`config.mk`:
```
export PLATFORM = sky130hd
export DESIGN_NAME = instr_fetch
export DESIGN_NICKNAME = d
export VERILOG_FILES = /design/src/rtl/fetch_pkg.sv /design/src/rtl/fetch_fifo.sv /design/src/rtl/instr_fetch.sv
export SDC_FILE = /design/constraint.sdc
export NUM_CORES = 1
export LEC_CHECK = 0
export CAP_MARGIN = 20
export CORE_MARGIN = 3
export CORE_UTILIZATION = 57
export CTS_CLUSTER_SIZE = 16
export DETAILED_ROUTE_END_ITERATION = 10
export GPL_TIMING_DRIVEN = 1
export PLACE_DENSITY = 0.86
export SYNTH_ARGS = -nofsm -noshare
export SYNTH_HDL_FRONTEND = slang
export SYNTH_SLANG_ARGS = --single-unit
```
`constraint.sdc`:
```
create_clock -name clk -period 4.4 [get_ports clk]
set_input_delay 1.32 -clock clk [delete_from_list [all_inputs] [get_ports clk]]
set_output_delay 1.32 -clock clk [all_outputs]
set_load 0.02 [all_outputs]
```
`src/rtl/fetch_pkg.sv`:
```
// rtl/fetch_pkg.sv - shared constants and types for the instruction fetch unit
//
// Purpose: reset address default, buffer depth, instruction field bit positions
//          and the buffered entry type used by instr_fetch and fetch_fifo.
// Ports:   none (package).

package fetch_pkg;

    localparam logic [31:0] RESET_PC_DEFAULT = 32'h0000_0000;
    localparam int          FIFO_DEPTH       = 2;

    localparam int OP_LSB   = 0;
    localparam int OP_MSB   = 6;
    localparam int F3_LSB   = 12;
    localparam int F3_MSB   = 14;
    localparam int F7B5_BIT = 30;
    localparam int F7B1_BIT = 26;

    typedef struct packed {
        logic [31:0] addr;
        logic [31:0] data;
    } fetch_entry_t;

endpackage

```
`src/rtl/fetch_fifo.sv`:
```
// rtl/fetch_fifo.sv - 2-entry in-order buffer of fetched (address, word) pairs
//
// Purpose: holds returned instructions until decode accepts them; push and pop
//          may happen in the same cycle, flush empties it at once.
// Ports:   clk, rst_n        clock, asynchronous active-low reset
//          flush_i           discard all entries (wins over push/pop)
//          push_i, wr_entry_i write an entry at the tail
//          pop_i             remove the head entry
//          rd_entry_o        head entry (valid when !empty_o)
//          full_o, empty_o   occupancy flags
//          count_o           current occupancy 0..2

module fetch_fifo
    import fetch_pkg::*;
(
    input  logic         clk,
    input  logic         rst_n,
    input  logic         flush_i,
    input  logic         push_i,
    input  fetch_entry_t wr_entry_i,
    input  logic         pop_i,
    output fetch_entry_t rd_entry_o,
    output logic         full_o,
    output logic         empty_o,
    output logic [1:0]   count_o
);

    fetch_entry_t mem_q [FIFO_DEPTH];
    logic         rd_ptr_q, rd_ptr_d;
    logic         wr_ptr_q, wr_ptr_d;
    logic [1:0]   count_q, count_d;
    logic         do_push, do_pop;

    assign do_pop  = pop_i && (count_q != 2'd0);
    // A full buffer can still take a push when the head leaves in the same cycle.
    assign do_push = push_i && ((count_q != 2'(FIFO_DEPTH)) || do_pop);

    always_comb begin
        rd_ptr_d = rd_ptr_q;
        wr_ptr_d = wr_ptr_q;
        count_d  = count_q;
        if (flush_i) begin
            rd_ptr_d = 1'b0;
            wr_ptr_d = 1'b0;
            count_d  = 2'd0;
        end else begin
            if (do_push) wr_ptr_d = wr_ptr_q + 1'b1;
            if (do_pop)  rd_ptr_d = rd_ptr_q + 1'b1;
            case ({do_push, do_pop})
                2'b10:   count_d = count_q + 2'd1;
                2'b01:   count_d = count_q - 2'd1;
                default: count_d = count_q;
            endcase
        end
    end

    always_ff @(posedge clk or negedge rst_n) begin
        if (!rst_n) begin
            for (int i = 0; i < FIFO_DEPTH; i++) mem_q[i] <= '0;
            rd_ptr_q <= 1'b0;
            wr_ptr_q <= 1'b0;
            count_q  <= 2'd0;
        end else begin
            if (do_push && !flush_i) mem_q[wr_ptr_q] <= wr_entry_i;
            rd_ptr_q <= rd_ptr_d;
            wr_ptr_q <= wr_ptr_d;
            count_q  <= count_d;
        end
    end

    assign rd_entry_o = mem_q[rd_ptr_q];
    assign full_o     = (count_q == 2'(FIFO_DEPTH));
    assign empty_o    = (count_q == 2'd0);
    assign count_o    = count_q;

endmodule

```
`src/rtl/instr_fetch.sv`:
```
// rtl/instr_fetch.sv - credit-limited in-order instruction fetch with redirect flush
//
// Purpose: issues word fetches to instruction memory, buffers up to two returned
//          words, presents them to decode with pre-sliced opcode fields, and
//          flushes on redirect while discarding responses already in flight.
// Ports:   clk, rst_n                        clock, asynchronous active-low reset
//          imem_req/imem_addr/imem_gnt       request channel (addr held until grant)
//          imem_rvalid/imem_rdata            in-order response channel
//          redirect/redirect_pc              taken branch/jump, new fetch target
//          stall                             decode not ready
//          instr_valid/instr/pc              presented instruction (zero when invalid)
//          op/funct3/funct7b5/funct7b1       fields of instr
//          perf_issued                       pop counter, only with FETCH_PERF_EN
// Config:  FETCH_PERF_EN adds the perf_issued output and its counter.

module instr_fetch
    import fetch_pkg::*;
#(
    parameter logic [31:0] RESET_PC  = RESET_PC_DEFAULT,
    parameter int          MAX_OUTST = 2
) (
    input  logic        clk,
    input  logic        rst_n,
    output logic        imem_req,
    output logic [31:0] imem_addr,
    input  logic        imem_gnt,
    input  logic        imem_rvalid,
    input  logic [31:0] imem_rdata,
    input  logic        redirect,
    input  logic [31:0] redirect_pc,
    input  logic        stall,
    output logic        instr_valid,
    output logic [31:0] instr,
    output logic [31:0] pc,
    output logic [6:0]  op,
    output logic [2:0]  funct3,
    output logic        funct7b5,
    output logic        funct7b1
`ifdef FETCH_PERF_EN
    ,
    output logic [31:0] perf_issued
`endif
);

    localparam logic [31:0] ALIGN_MASK = 32'hFFFF_FFFC;

    logic         run_q;
    logic [31:0]  fetch_pc_q, fetch_pc_d;
    logic [31:0]  resp_pc_q, resp_pc_d;
    logic [1:0]   outst_q, outst_d;
    logic [1:0]   disc_q, disc_d;
    logic [1:0]   occ;
    logic [2:0]   credit_used;
    logic         fifo_full, fifo_empty;
    fetch_entry_t head, wr_entry;
    logic         gnt_acc, rsp_acc, rsp_keep, push, pop;
    logic [31:0]  target_pc;

    // run_q keeps imem_req low until the first rising edge after reset release.
    assign credit_used = {1'b0, occ} + {1'b0, outst_q};
    assign imem_req    = run_q && !redirect && (credit_used < 3'(MAX_OUTST));
    assign imem_addr   = fetch_pc_q;
    assign gnt_acc     = imem_req && imem_gnt;

    // Responses with nothing outstanding are stray and ignored.
    assign rsp_acc     = imem_rvalid && (outst_q != 2'd0);
    assign rsp_keep    = rsp_acc && (disc_q == 2'd0);

    assign instr_valid = !fifo_empty;
    assign pop         = instr_valid && !stall && !redirect;
    assign push        = rsp_keep && !redirect && (!fifo_full || pop);
    assign target_pc   = redirect_pc & ALIGN_MASK;

    // Responses return in order and consecutively, so the address of the next
    // kept response is tracked instead of queuing addresses per grant.
    assign wr_entry    = '{addr: resp_pc_q, data: imem_rdata};

    always_comb begin
        outst_d    = outst_q + {1'b0, gnt_acc} - {1'b0, rsp_acc};
        disc_d     = disc_q;
        fetch_pc_d = fetch_pc_q;
        resp_pc_d  = resp_pc_q;
        if (rsp_acc && (disc_q != 2'd0)) disc_d = disc_q - 2'd1;
        if (gnt_acc) fetch_pc_d = fetch_pc_q + 32'd4;
        if (push)    resp_pc_d  = resp_pc_q + 32'd4;
        if (redirect) begin
            // Everything still in flight after this cycle belongs to the old path.
            disc_d     = outst_d;
            fetch_pc_d = target_pc;
            resp_pc_d  = target_pc;
        end
    end

    always_ff @(posedge clk or negedge rst_n) begin
        if (!rst_n) begin
            run_q      <= 1'b0;
            fetch_pc_q <= RESET_PC & ALIGN_MASK;
            resp_pc_q  <= RESET_PC & ALIGN_MASK;
            outst_q    <= 2'd0;
            disc_q     <= 2'd0;
        end else begin
            run_q      <= 1'b1;
            fetch_pc_q <= fetch_pc_d;
            resp_pc_q  <= resp_pc_d;
            outst_q    <= outst_d;
            disc_q     <= disc_d;
        end
    end

    fetch_fifo u_fifo (
        .clk        (clk),
        .rst_n      (rst_n),
        .flush_i    (redirect),
        .push_i     (push),
        .wr_entry_i (wr_entry),
        .pop_i      (pop),
        .rd_entry_o (head),
        .full_o     (fifo_full),
        .empty_o    (fifo_empty),
        .count_o    (occ)
    );

    assign instr    = instr_valid ? head.data : 32'd0;
    assign pc       = instr_valid ? head.addr : 32'd0;
    assign op       = instr[OP_MSB:OP_LSB];
    assign funct3   = instr[F3_MSB:F3_LSB];
    assign funct7b5 = instr[F7B5_BIT];
    assign funct7b1 = instr[F7B1_BIT];

`ifdef FETCH_PERF_EN
    logic [31:0] perf_q;

    always_ff @(posedge clk or negedge rst_n) begin
        if (!rst_n) begin
            perf_q <= 32'd0;
        end else if (pop) begin
            perf_q <= perf_q + 32'd1;
        end
    end

    assign perf_issued = perf_q;
`endif

endmodule

```
**Word-level counts from Yosys, hierarchy flattened**

Cells that the tools add are included.

- Bits in registers: 201
- Output and inout port bits: 110
- Bits of input ports: 70
- Word-level logic and storage cells: 83

- Bitwise operators: 2
- $add $sub $neg: 10
- Magnitude comparators: 4
- Reduce and logical (&&, ||, !) cells: 31
- Equal/unequal tests: 4
- Mux-type cells: 20

Operators by type and width:

| cell | count |
|---|---|
| two-way mux 64 bit | 4 |
| two-way mux 32 bit | 6 |
| bitwise mux 128 bit | 1 |
| adder 32 x 3 -> 32 bit (second input constant) | 2 |
| demux 64 bit (select 1 bit) | 1 |
| nonzero test 2 bit | 8 |
| logical AND 1 bit | 14 |
| two-way mux 2 bit | 3 |
| equality test 2 bit (second input constant) | 2 |
| greater-or-equal comparator 2 bit (second input constant) | 2 |
| logical NOT 1 bit | 4 |
| logical NOT 2 bit | 2 |
| two-way mux 1 bit | 4 |
| inverter 1 -> 2 bit | 2 |
| case mux 2 bit (2 select lines) | 1 |
| subtractor 2 x 1 -> 2 bit (second input constant) | 2 |
| adder 2 x 2 -> 3 bit | 1 |
| < comparator 3 x 2 -> 1 bit (second input constant) | 1 |
| nonzero test 3 bit | 1 |
| adder 1 bit (second input constant) | 2 |
| adder 2 x 1 -> 2 bit | 1 |
| adder 2 x 1 -> 2 bit (second input constant) | 1 |
| equality test 2 x 1 -> 1 bit (second input constant) | 1 |
| logical OR 1 bit | 2 |
| 3 further kinds | 3 |

**Logic depth before layout (Yosys ltp)**

Gate-level depths: netlist of the first run.

- Depth in word-level cells: 10
- Depth in mapped cells: 13
- Mapped depth without buffers: 11

**Modules after synthesis**

From an unflattened synthesis of the first run, not the netlist that was laid out.

- Cell total of the unflattened synthesis: 850
- Area, all modules: 10288.6 µm²

By module, submodules not included:

| module | cells an instance | instances | area each (µm²) |
|---|---|---|---|
| fetch_fifo | 365 | 1 | 5914.4 |
| instr_fetch | 485 | 1 | 4374.2 |

**Worst setup path after synthesis of the first run**

OpenSTA, ideal clock, no wires.

- Path type: input port to output port
- Start point: in redirect
- End point: out imem_req
- Data arrival time: 2736 ps
- Stages: 4
- Slack: 344 ps
- Data required time: 3080 ps
- Path through: clkbuf_1 clkbuf_1 clkbuf_1 nor4b_1

- Cells in the longest elaborated chain, start to end: 3

Ends and longest elaborated chain:

| element | RTL line | RTL |
|---|---|---|
| start, declared | instr_fetch.sv:29 | `input logic redirect,` |
| logical NOT 1 bit | instr_fetch.sv:61 | `assign imem_req = run_q && !redirect && (credit_used < 3'(MAX_OUTST));` |
| logical AND 1 bit (2 in series) | instr_fetch.sv:61 |  |
| end, declared | instr_fetch.sv:24 | `output logic imem_req,` |

No other way between the ends.

**Worst setup path in the final report of the first run**

- Start point: reg u_fifo.rd_ptr_q
- End point: out instr[0]

- Cells in the longest elaborated chain, start to end: 5

Ends and longest elaborated chain:

| element | RTL line | RTL |
|---|---|---|
| start, declared | fetch_fifo.sv:29 | `logic rd_ptr_q, rd_ptr_d;` |
| start signal, assigned | fetch_fifo.sv:65 | `rd_ptr_q <= rd_ptr_d;` |
| inverter 1 -> 2 bit (not written as such) | fetch_fifo.sv:71 | `assign rd_entry_o = mem_q[rd_ptr_q];` |
| two-way mux 64 bit (not written as such) (3 in series) | fetch_fifo.sv:71 |  |
| two-way mux 32 bit | instr_fetch.sv:123 | `assign instr = instr_valid ? head.data : 32'd0;` |
| end, declared | instr_fetch.sv:33 | `output logic [31:0] instr,` |

No other way between the ends. The select of a mux whose other input is x is not followed.

==> metrics.txt, run 1 <==
# TYPE chip_impl_metric gauge
chip_impl_metric{name="post-route-util",unit="%"} 73.1
chip_impl_info{name="worstPathCellList",value="buf_4, mux2i_1, nor2_1, clkdlybuf4s50_1"} 1
chip_impl_metric{name="clk_latency",unit="ns"} 0.43
chip_impl_metric{name="synth.yosys.warnings",unit=""} 0
chip_impl_metric{name="total_number_of_clock_tree_sinks",unit=""} 193
chip_impl_metric{name="postSynthRegisterBits",unit=""} 193
chip_impl_metric{name="first_global_vias",unit=""} 7502
chip_impl_metric{name="measured_slew_at_the_worst_slew_check_pin",unit="ns"} 0.852
chip_impl_metric{name="coreArea",unit="µm²"} 16800
chip_impl_metric{name="final_antenna_net_count",unit=""} 0
chip_impl_metric{name="fp.dieArea",unit="µm²"} 19000
chip_impl_metric{name="globalRouteTotalUtil",unit="%"} 25.3
chip_impl_metric{name="timing_max_transition_violations_final",unit=""} 0
chip_impl_metric{name="synth_cell_types",unit=""} 54
chip_impl_metric{name="initialDrtViolationCount",unit=""} 821
chip_impl_info{name="layout_common_cells",value="192 x sky130_fd_sc_hd__dfrtp_1, 171 x sky130_fd_sc_hd__clkdlybuf4s50_1, 100 x sky130_fd_sc_hd__mux2_2"} 1
chip_impl_metric{name="asyncSetResetFlopFracSynth",unit="%"} 100
chip_impl_metric{name="post_layout_nonfiller_instances",unit=""} 1261
chip_impl_metric{name="port-buffer-count",unit=""} 173
chip_impl_metric{name="synth_area",unit="µm²"} 9880
chip_impl_info{name="critPathSlowestCell",value="sky130_fd_sc_hd__dfrtp_4"} 1
chip_impl_metric{name="detail_route.drc_violations",unit=""} 0
chip_impl_metric{name="num_antenna_cells",unit=""} 0
chip_impl_info{name="cpLargestDelayFamily",value="buffers and inverters"} 1
chip_impl_metric{name="multiInputGateArea",unit="µm²"} 4610
chip_impl_metric{name="timing.hold.ws",unit="ns"} 0.484
chip_impl_metric{name="finalHoldViolations",unit=""} 0
chip_impl_info{name="cp_endpoint_kind",value="output port"} 1
chip_impl_metric{name="postCtsSetupRepairBufs",unit=""} 0
chip_impl_metric{name="vdd.ir_drop.worst",unit="V"} 0.000324
chip_impl_metric{name="dpl.hpwl",unit="µm"} 15800
chip_impl_metric{name="initial_utilization",unit="%"} 59.0
chip_impl_info{name="layout.cells.most_common",value="sky130_fd_sc_hd__dfrtp_1"} 1
chip_impl_metric{name="syn_to_final_growth",unit="%"} 24.0
chip_impl_metric{name="route.detailed.vias_per_inst",unit=""} 6.14
chip_impl_metric{name="fp.dieW",unit="µm"} 138
chip_impl_metric{name="routed-via-count",unit=""} 7744
chip_impl_metric{name="max_slew_margin",unit="%"} 42.8
chip_impl_info{name="grt_setup_unrepaired",value="false"} 1
chip_impl_metric{name="grt_overflow_total",unit=""} 0
chip_impl_info{name="crit_type",value="register to output port"} 1
chip_impl_metric{name="routedWlPerCell",unit="µm"} 18.5
chip_impl_metric{name="top_level_ports",unit=""} 180
chip_impl_metric{name="fmax",unit="MHz"} 255
chip_impl_metric{name="grt_antenna_before_repair",unit=""} 0
chip_impl_metric{name="dpl-instance-area",unit="µm²"} 11700
chip_impl_metric{name="totalWireLength",unit="µm"} 23400
chip_impl_metric{name="cts-resized-gates",unit=""} 0
chip_impl_metric{name="worstPathRequired",unit="ns"} 3.08
chip_impl_metric{name="cts_htree_levels",unit=""} 4
chip_impl_metric{name="path_buf_inv",unit=""} 2
chip_impl_metric{name="powerDensity",unit="nW/µm²"} 488
chip_impl_metric{name="synth-edff-count",unit=""} 0
chip_impl_metric{name="synthCells",unit=""} 894
chip_impl_info{name="worst_hold_path_type",value="register to register"} 1
chip_impl_metric{name="drtPass1Iterations",unit=""} 5
chip_impl_info{name="ctsRootBufferMaster",value="sky130_fd_sc_hd__clkbuf_16"} 1
chip_impl_metric{name="dp.cells",unit=""} 1229
chip_impl_metric{name="final_nets",unit=""} 1104
chip_impl_metric{name="finalWorstPathRequiredPeriod",unit="ns"} 3.93
chip_impl_metric{name="core.rowCount",unit=""} 47
chip_impl_info{name="timing.critical_path.from_type",value="register"} 1
chip_impl_metric{name="max_stage_delay",unit="ns"} 0.77
chip_impl_metric{name="setup_violations",unit=""} 0
chip_impl_metric{name="sequential_area_share_after_synthesis",unit="%"} 48.9
chip_impl_metric{name="finalSetupTns",unit="ns"} 0
chip_impl_metric{name="finalWeightedCongestion",unit=""} 0.897
chip_impl_metric{name="postSynthAreaPerCell",unit="µm²"} 11.1
chip_impl_metric{name="register_area",unit="µm²"} 4830
chip_impl_metric{name="chipHeight",unit="µm"} 138
chip_impl_metric{name="power_leakage",unit="nW"} 4.93
chip_impl_metric{name="path_max_fanout",unit=""} 30
chip_impl_info{name="outcome",value="finished clean"} 1
chip_impl_metric{name="post_route_cells_drive_above_1_share",unit="%"} 15.3
chip_impl_metric{name="clk_path_buf_depth",unit=""} 2
chip_impl_metric{name="finClkSkew",unit="ns"} 0.0106
chip_impl_info{name="cts_tree",value="yes"} 1
chip_impl_metric{name="grt_pass1_wl",unit="µm"} 38000
chip_impl_metric{name="cts_inserted_buffers",unit=""} 17
chip_impl_metric{name="crit_arrival",unit="ns"} 2.61
chip_impl_info{name="yosys_most_used_dff",value="sky130_fd_sc_hd__dfrtp_1"} 1
chip_impl_metric{name="pin_count_of_the_biggest_net_entering_global_routing",unit=""} 92
chip_impl_metric{name="hold_buffers",unit=""} 0
chip_impl_metric{name="fillers",unit=""} 1168
chip_impl_metric{name="layout_worst_path_cycle_share",unit="%"} 89.3
chip_impl_metric{name="clkSlewWorstSetupHoldPaths",unit="ns"} 0.06
chip_impl_metric{name="final_design_area_no_fill",unit="µm²"} 12300
chip_impl_metric{name="cap_violations",unit=""} 0
==> flip-flops by register name, summed over array words and instances, names as in the netlist <==
| signal | cells |
|---|---|
| u_fifo.mem_q | 124 |
| imem_addr | 30 |
| resp_pc_q | 30 |
| disc_q | 2 |
| outst_q | 2 |
| u_fifo.count_o | 2 |
| run_q | 1 |
| u_fifo.rd_ptr_q | 1 |
| u_fifo.wr_ptr_q | 1 |
==> Yosys cell counts, types with 3 or more instances <==
cell type	instances	area (µm²)
sky130_fd_sc_hd__mux2i_1	64	641
sky130_fd_sc_hd__mux2_2	100	1130
sky130_fd_sc_hd__dfrtp_1	193	4830
sky130_fd_sc_hd__o41ai_1	6	52.6
sky130_fd_sc_hd__nand4_1	21	131
sky130_fd_sc_hd__or4_1	14	105
sky130_fd_sc_hd__inv_1	13	48.8
sky130_fd_sc_hd__buf_1	6	22.5
sky130_fd_sc_hd__a31oi_1	14	87.6
sky130_fd_sc_hd__nor3_1	14	70.1
sky130_fd_sc_hd__o311ai_0	13	114
sky130_fd_sc_hd__mux2_1	29	327
sky130_fd_sc_hd__o211ai_1	7	52.6
sky130_fd_sc_hd__o31ai_1	13	97.6
sky130_fd_sc_hd__or2_2	3	18.8
sky130_fd_sc_hd__and3_1	7	43.8
sky130_fd_sc_hd__buf_2	10	50.1
sky130_fd_sc_hd__nand2_1	47	176
sky130_fd_sc_hd__ha_1	5	62.6
sky130_fd_sc_hd__o21ai_0	18	90.1
sky130_fd_sc_hd__buf_4	18	135
sky130_fd_sc_hd__xor2_1	4	35.0
sky130_fd_sc_hd__clkbuf_1	35	131
sky130_fd_sc_hd__nor4_1	10	62.6
sky130_fd_sc_hd__nor2_1	91	342
sky130_fd_sc_hd__a311oi_1	8	70.1
sky130_fd_sc_hd__a21oi_1	4	20.0
sky130_fd_sc_hd__buf_6	7	78.8
sky130_fd_sc_hd__xnor2_1	13	114
sky130_fd_sc_hd__nand3_1	34	170
sky130_fd_sc_hd__and4_1	12	105
sky130_fd_sc_hd__a211oi_1	3	22.5
sky130_fd_sc_hd__or3_1	10	62.6
sky130_fd_sc_hd__a21boi_0	6	45.0
sky130_fd_sc_hd__nor2b_1	19	119
==> per-stage QoR <==
step                      power (mW)  setup slack, ns
after floorplan                 3.84            0.344
after global routing            6.33            0.315
after detailed placement        4.48            0.620
final                           5.98            0.472
after global placement          4.36            0.678
after CTS                       6.02            0.428
==> path summary, 6_finish.rpt <==
check / start / end / slack (ns) / cells after the start
max: u_fifo.rd_ptr_q$_DFFE_PN0P_ / instr[0] / 0.47 / 4
min: u_fifo.mem_q[116]$_DFFE_PN0P_ / u_fifo.mem_q[116]$_DFFE_PN0P_ / 0.48 / 1
max reg2reg: u_fifo.count_o[0]$_DFFE_PN0P_ / imem_addr[20]$_DFFE_PN0P_ / 1.22 / 6
min reg2reg: u_fifo.mem_q[116]$_DFFE_PN0P_ / u_fifo.mem_q[116]$_DFFE_PN0P_ / 0.48 / 1
max in group asynchronous: rst_n / u_fifo.mem_q[47]$_DFFE_PN0P_ / 2.61 / 2
min in group asynchronous: rst_n / u_fifo.mem_q[30]$_DFFE_PN0P_ / 0.96 / 1
==> layout make-up <==
| class | count | area share (%) |
|---|---|---|
| clock buffers | 19 | 3.70 |
| multi-input cells | 614 | 37.6 |
| inverters | 13 | 0.398 |
| flip-flops and latches | 193 | 39.5 |
| clock inverters | 13 | 1.09 |
| well taps | 220 | 2.25 |
| repair buffers | 189 | 15.5 |
==> cell families after synthesis <==
kind of cell,share of synthesized area [%]
simple gates,15.3
mux,21.2
flops,48.9
compound gates,7.41
buf+inv,4.77
xor+xnor,1.51
fa+ha+maj,0.836
other cells,0.0760
==> per-layer routing <==
layer / wire length [µm] / GRT usage (%) / up-vias
met3: 1750 / 6.14 / 57
li1: - / - / 3535
met2: 10800 / 39.9 / 376
met4: 492 / 7.26 / 0
met5: 0 / 0 / -
met1: 10400 / 35.2 / 3776
==> where the power goes <==
part	switching, mW	internal [mW]
clock	0.664	0.869
combinational	0.806	0.932
sequential	0.374	2.33
total	1.84	4.13
(Power assumes the default switching activity.)
==> run 2: changes to the inputs <==
--- a/config.mk
+++ b/config.mk
@@ -7,11 +7,12 @@
 export LEC_CHECK = 0
 export CAP_MARGIN = 20
 export CORE_MARGIN = 3
-export CORE_UTILIZATION = 57
+export CORE_UTILIZATION = 58
 export CTS_CLUSTER_SIZE = 16
 export DETAILED_ROUTE_END_ITERATION = 10
 export GPL_TIMING_DRIVEN = 1
-export PLACE_DENSITY = 0.86
+export PLACE_DENSITY = 0.87
 export SYNTH_ARGS = -nofsm -noshare
 export SYNTH_HDL_FRONTEND = slang
+export SYNTH_HIERARCHICAL = 1
 export SYNTH_SLANG_ARGS = --single-unit
==> metrics.txt, run 2 <==
# TYPE chip_impl_metric gauge
chip_impl_info{name="ctsRootBufferMaster",value="sky130_fd_sc_hd__clkbuf_16"} 1
chip_impl_metric{name="power_leakage",unit="nW"} 5.55
chip_impl_metric{name="dp.cells",unit=""} 1212
chip_impl_metric{name="netlist.area_leader.share",unit="%"} 47.9
chip_impl_metric{name="cap_violations",unit=""} 0
chip_impl_info{name="grt_setup_unrepaired",value="false"} 1
chip_impl_metric{name="synthCells",unit=""} 850
chip_impl_metric{name="setup_violations",unit=""} 0
chip_impl_metric{name="fp.dieArea",unit="µm²"} 19400
chip_impl_metric{name="sequential_area_share_after_synthesis",unit="%"} 47.9
chip_impl_metric{name="clk_latency",unit="ns"} 0.44
chip_impl_metric{name="vdd.ir_drop.worst",unit="V"} 0.000335
chip_impl_metric{name="hold_depth",unit=""} 1
chip_impl_metric{name="num_antenna_cells",unit=""} 0
chip_impl_metric{name="finalHoldViolations",unit=""} 0
chip_impl_info{name="post-synth-top-count-cell",value="sky130_fd_sc_hd__dfrtp_1"} 1
chip_impl_metric{name="port-buffer-count",unit=""} 175
chip_impl_metric{name="final_nets",unit=""} 1082
chip_impl_metric{name="fmax",unit="MHz"} 247
chip_impl_metric{name="path_max_fanout",unit=""} 8
chip_impl_metric{name="core.rowCount",unit=""} 48
chip_impl_info{name="synth_area_leaders",value="sky130_fd_sc_hd__dfrtp_1 48%, sky130_fd_sc_hd__mux2_2 18%, sky130_fd_sc_hd__mux2_4 7.2%"} 1
chip_impl_metric{name="globalRouteTotalUtil",unit="%"} 25.2
chip_impl_info{name="synthDominantAreaCellType",value="sky130_fd_sc_hd__dfrtp_1"} 1
chip_impl_metric{name="measured_slew_at_the_worst_slew_check_pin",unit="ns"} 0.956
chip_impl_metric{name="worstPathRequired",unit="ns"} 3.08
chip_impl_metric{name="pin_count_of_the_biggest_net_entering_global_routing",unit=""} 96
chip_impl_metric{name="initialDrtViolationCount",unit=""} 511
chip_impl_metric{name="total_number_of_clock_tree_sinks",unit=""} 197
chip_impl_info{name="cts_tree",value="yes"} 1
chip_impl_metric{name="cts_inserted_buffers",unit=""} 17
chip_impl_metric{name="dpl.hpwl",unit="µm"} 16200
chip_impl_metric{name="cts_htree_levels",unit=""} 4
chip_impl_metric{name="total_power",unit="mW"} 6.20
chip_impl_metric{name="crit_arrival",unit="ns"} 2.73
chip_impl_metric{name="detail_route.drc_violations",unit=""} 0
chip_impl_metric{name="clk_path_buf_depth",unit=""} 2
chip_impl_info{name="critPathSlowestCell",value="sky130_fd_sc_hd__clkdlybuf4s50_1"} 1
chip_impl_info{name="timing.critical_path.from_type",value="register"} 1
chip_impl_metric{name="syn_to_final_growth",unit="%"} 24.8
chip_impl_info{name="synth_common_cells",value="197 x sky130_fd_sc_hd__dfrtp_1, 165 x sky130_fd_sc_hd__mux2_2, 68 x sky130_fd_sc_hd__nor2b_1"} 1
chip_impl_info{name="max_flop_register",value="u_fifo/mem_q"} 1
chip_impl_info{name="layout.cells.most_common",value="sky130_fd_sc_hd__dfrtp_1"} 1
chip_impl_metric{name="worst-r2r-cell-count",unit=""} 6
chip_impl_info{name="worst_hold_path_type",value="register to register"} 1
chip_impl_metric{name="fp.dieW",unit="µm"} 139
chip_impl_info{name="outcome",value="finished clean"} 1
chip_impl_metric{name="finalWeightedCongestion",unit=""} 0.896
chip_impl_metric{name="hold_buffers",unit=""} 0
chip_impl_metric{name="fillers",unit=""} 1146
chip_impl_metric{name="finalWorstPathRequiredPeriod",unit="ns"} 4.05
chip_impl_metric{name="first_global_vias",unit=""} 7567
chip_impl_metric{name="final_antenna_net_count",unit=""} 0
chip_impl_info{name="layout_common_cells",value="196 x sky130_fd_sc_hd__dfrtp_1, 173 x sky130_fd_sc_hd__clkdlybuf4s50_1, 165 x sky130_fd_sc_hd__mux2_2"} 1
chip_impl_metric{name="clkSlewWorstSetupHoldPaths",unit="ns"} 0.07
chip_impl_metric{name="powerDensity",unit="nW/µm²"} 483
chip_impl_metric{name="post_route_cells_drive_above_1_share",unit="%"} 27.1
chip_impl_metric{name="timing_max_transition_violations_final",unit=""} 0
chip_impl_metric{name="drtPass1Iterations",unit=""} 6
chip_impl_info{name="worstPathCellList",value="and2_1, fa_1, nor4b_1, clkdlybuf4s50_1"} 1
chip_impl_metric{name="top_level_ports",unit=""} 180
chip_impl_metric{name="layout_worst_path_cycle_share",unit="%"} 92.0
chip_impl_metric{name="postSynthAreaPerCell",unit="µm²"} 12.1
chip_impl_metric{name="postSynthRegisterBits",unit=""} 197
chip_impl_metric{name="synth-edff-count",unit=""} 0
chip_impl_info{name="cp_endpoint_kind",value="output port"} 1
chip_impl_metric{name="routed-via-count",unit=""} 7220
chip_impl_metric{name="synth.yosys.warnings",unit=""} 6
chip_impl_metric{name="asyncSetResetFlopFracSynth",unit="%"} 100
chip_impl_metric{name="max_slew_margin",unit="%"} 36.1
chip_impl_metric{name="synth_cell_types",unit=""} 54
chip_impl_metric{name="grt_pass1_wl",unit="µm"} 39600
chip_impl_metric{name="grt_antenna_before_repair",unit=""} 0
chip_impl_metric{name="coreArea",unit="µm²"} 17400
chip_impl_metric{name="grt_overflow_total",unit=""} 0
chip_impl_metric{name="postCtsSetupRepairBufs",unit=""} 0
chip_impl_metric{name="route.detailed.vias_per_inst",unit=""} 5.80
chip_impl_info{name="crit_type",value="register to output port"} 1
chip_impl_metric{name="multiInputGateArea",unit="µm²"} 5000
chip_impl_metric{name="chipHeight",unit="µm"} 139
chip_impl_metric{name="cts-resized-gates",unit=""} 0
chip_impl_metric{name="max_stage_delay",unit="ns"} 0.69
chip_impl_metric{name="finClkSkew",unit="ns"} 0.0105
chip_impl_metric{name="routedWlPerCell",unit="µm"} 19.2
chip_impl_metric{name="totalWireLength",unit="µm"} 23900
chip_impl_metric{name="number_of_flip_flops_in_the_largest_register",unit=""} 128
chip_impl_info{name="yosys_most_used_dff",value="sky130_fd_sc_hd__dfrtp_1"} 1
chip_impl_metric{name="initial_utilization",unit="%"} 59.3
chip_impl_metric{name="register_area",unit="µm²"} 4930
chip_impl_metric{name="synth_area",unit="µm²"} 10300
chip_impl_metric{name="post_layout_nonfiller_instances",unit=""} 1244
chip_impl_metric{name="finalSetupTns",unit="ns"} 0
## run 2: cell types whose count changed in the layout (fill, tap and decap cells not counted), sizes merged, moves of 10 or more
cell and delta:
o31ai -11, xor2 +20, or3 -10, o311ai -12, mux2 +85, mux2i -57, nor2b +49, nor2 -74
or4 -12, a31oi -13
## run 2: kinds of logic after synthesis
kind of cell               count (synthesis)  synth area share, %
other                                      2               0.0730
muxes                                    221                 25.9
DFF                                      197                 47.9
xor gates and xnor gates                  46                 3.92
and+or+nand+nor                          248                 13.9
AOI/OAI and AO/OA                         57                 3.72
buffers and inverters                     73                 3.76
adders and majority gates                  6                0.803
## run 2: power by group
group          internal, mW  switching, mW
Combinational          1.14          0.703
Clock                 0.968          0.720
Sequential             2.32          0.356
## run 2: path summary, 6_finish.rpt
| check | start | slack, ns | endpoint |
|---|---|---|---|
| hold / removal | u_fifo/mem_q[82]$_DFFE_PN0P_ | 0.50 | u_fifo/mem_q[82]$_DFFE_PN0P_ |
| setup / recovery | u_fifo/count_o[0]$_DFFE_PN0P_ | 0.35 | imem_req |
| hold reg to reg | u_fifo/mem_q[82]$_DFFE_PN0P_ | 0.50 | u_fifo/mem_q[82]$_DFFE_PN0P_ |
| min in group asynchronous | rst_n | 0.95 | u_fifo/mem_q[83]$_DFFE_PN0P_ |
| max in group asynchronous | rst_n | 2.63 | resp_pc_q[5]$_DFFE_PN0P_ |
| setup reg to reg | u_fifo/count_o[1]$_DFFE_PN0P_ | 0.95 | u_fifo/mem_q[86]$_DFFE_PN0P_ |
## run 2: final cells by class
class / instances / area share [%]
clock inverter: 15 / 1.69
inverter: 13 / 0.380
clock buffer: 17 / 3.31
multi-input combinational: 585 / 39.0
tap: 225 / 2.19
sequential: 197 / 38.4
timing repair buffer: 192 / 15.0
## run 2: layer usage
| metal | global-route usage, % | share of wire, % |
|---|---|---|
| met3 | 4.59 | 5.7 |
| met4 | 7.36 | 1.9 |
| met5 | 0 | 0 |
| met2 | 40.9 | 48 |
| met1 | 35.0 | 45 |
## run 2: worst max-delay path: cells and delay by family (launching register included)
| kind | cells | cell delay [ns] |
|---|---|---|
| simple gates | 2 | 0.64 |
| flops | 1 | 0.49 |
| buf+inv | 1 | 0.69 |
| fa+ha+maj | 1 | 0.47 |
## run 2: per-stage QoR
stage	utilization (%)	hold WS, ns	worst slack, ns	cell area (µm²)
floorplan	-	0.475	0.573	10300
global placement	70.3	0.483	0.541	12200
detailed placement	70.3	0.490	0.506	12200
CTS	74.0	0.507	0.324	12800
global route	74.0	0.518	0.207	12800
finish	74.0	0.503	0.351	12800
==> run 3: changes to the inputs <==
--- a/config.mk
+++ b/config.mk
@@ -7,12 +7,11 @@
 export LEC_CHECK = 0
 export CAP_MARGIN = 20
 export CORE_MARGIN = 3
-export CORE_UTILIZATION = 58
+export CORE_UTILIZATION = 57
 export CTS_CLUSTER_SIZE = 16
 export DETAILED_ROUTE_END_ITERATION = 10
 export GPL_TIMING_DRIVEN = 1
-export PLACE_DENSITY = 0.87
+export PLACE_DENSITY = 0.86
 export SYNTH_ARGS = -nofsm -noshare
 export SYNTH_HDL_FRONTEND = slang
-export SYNTH_HIERARCHICAL = 1
 export SYNTH_SLANG_ARGS = --single-unit
==> results of run 3 <==
Final layout, timing and power as in run 1 (identical DEF).
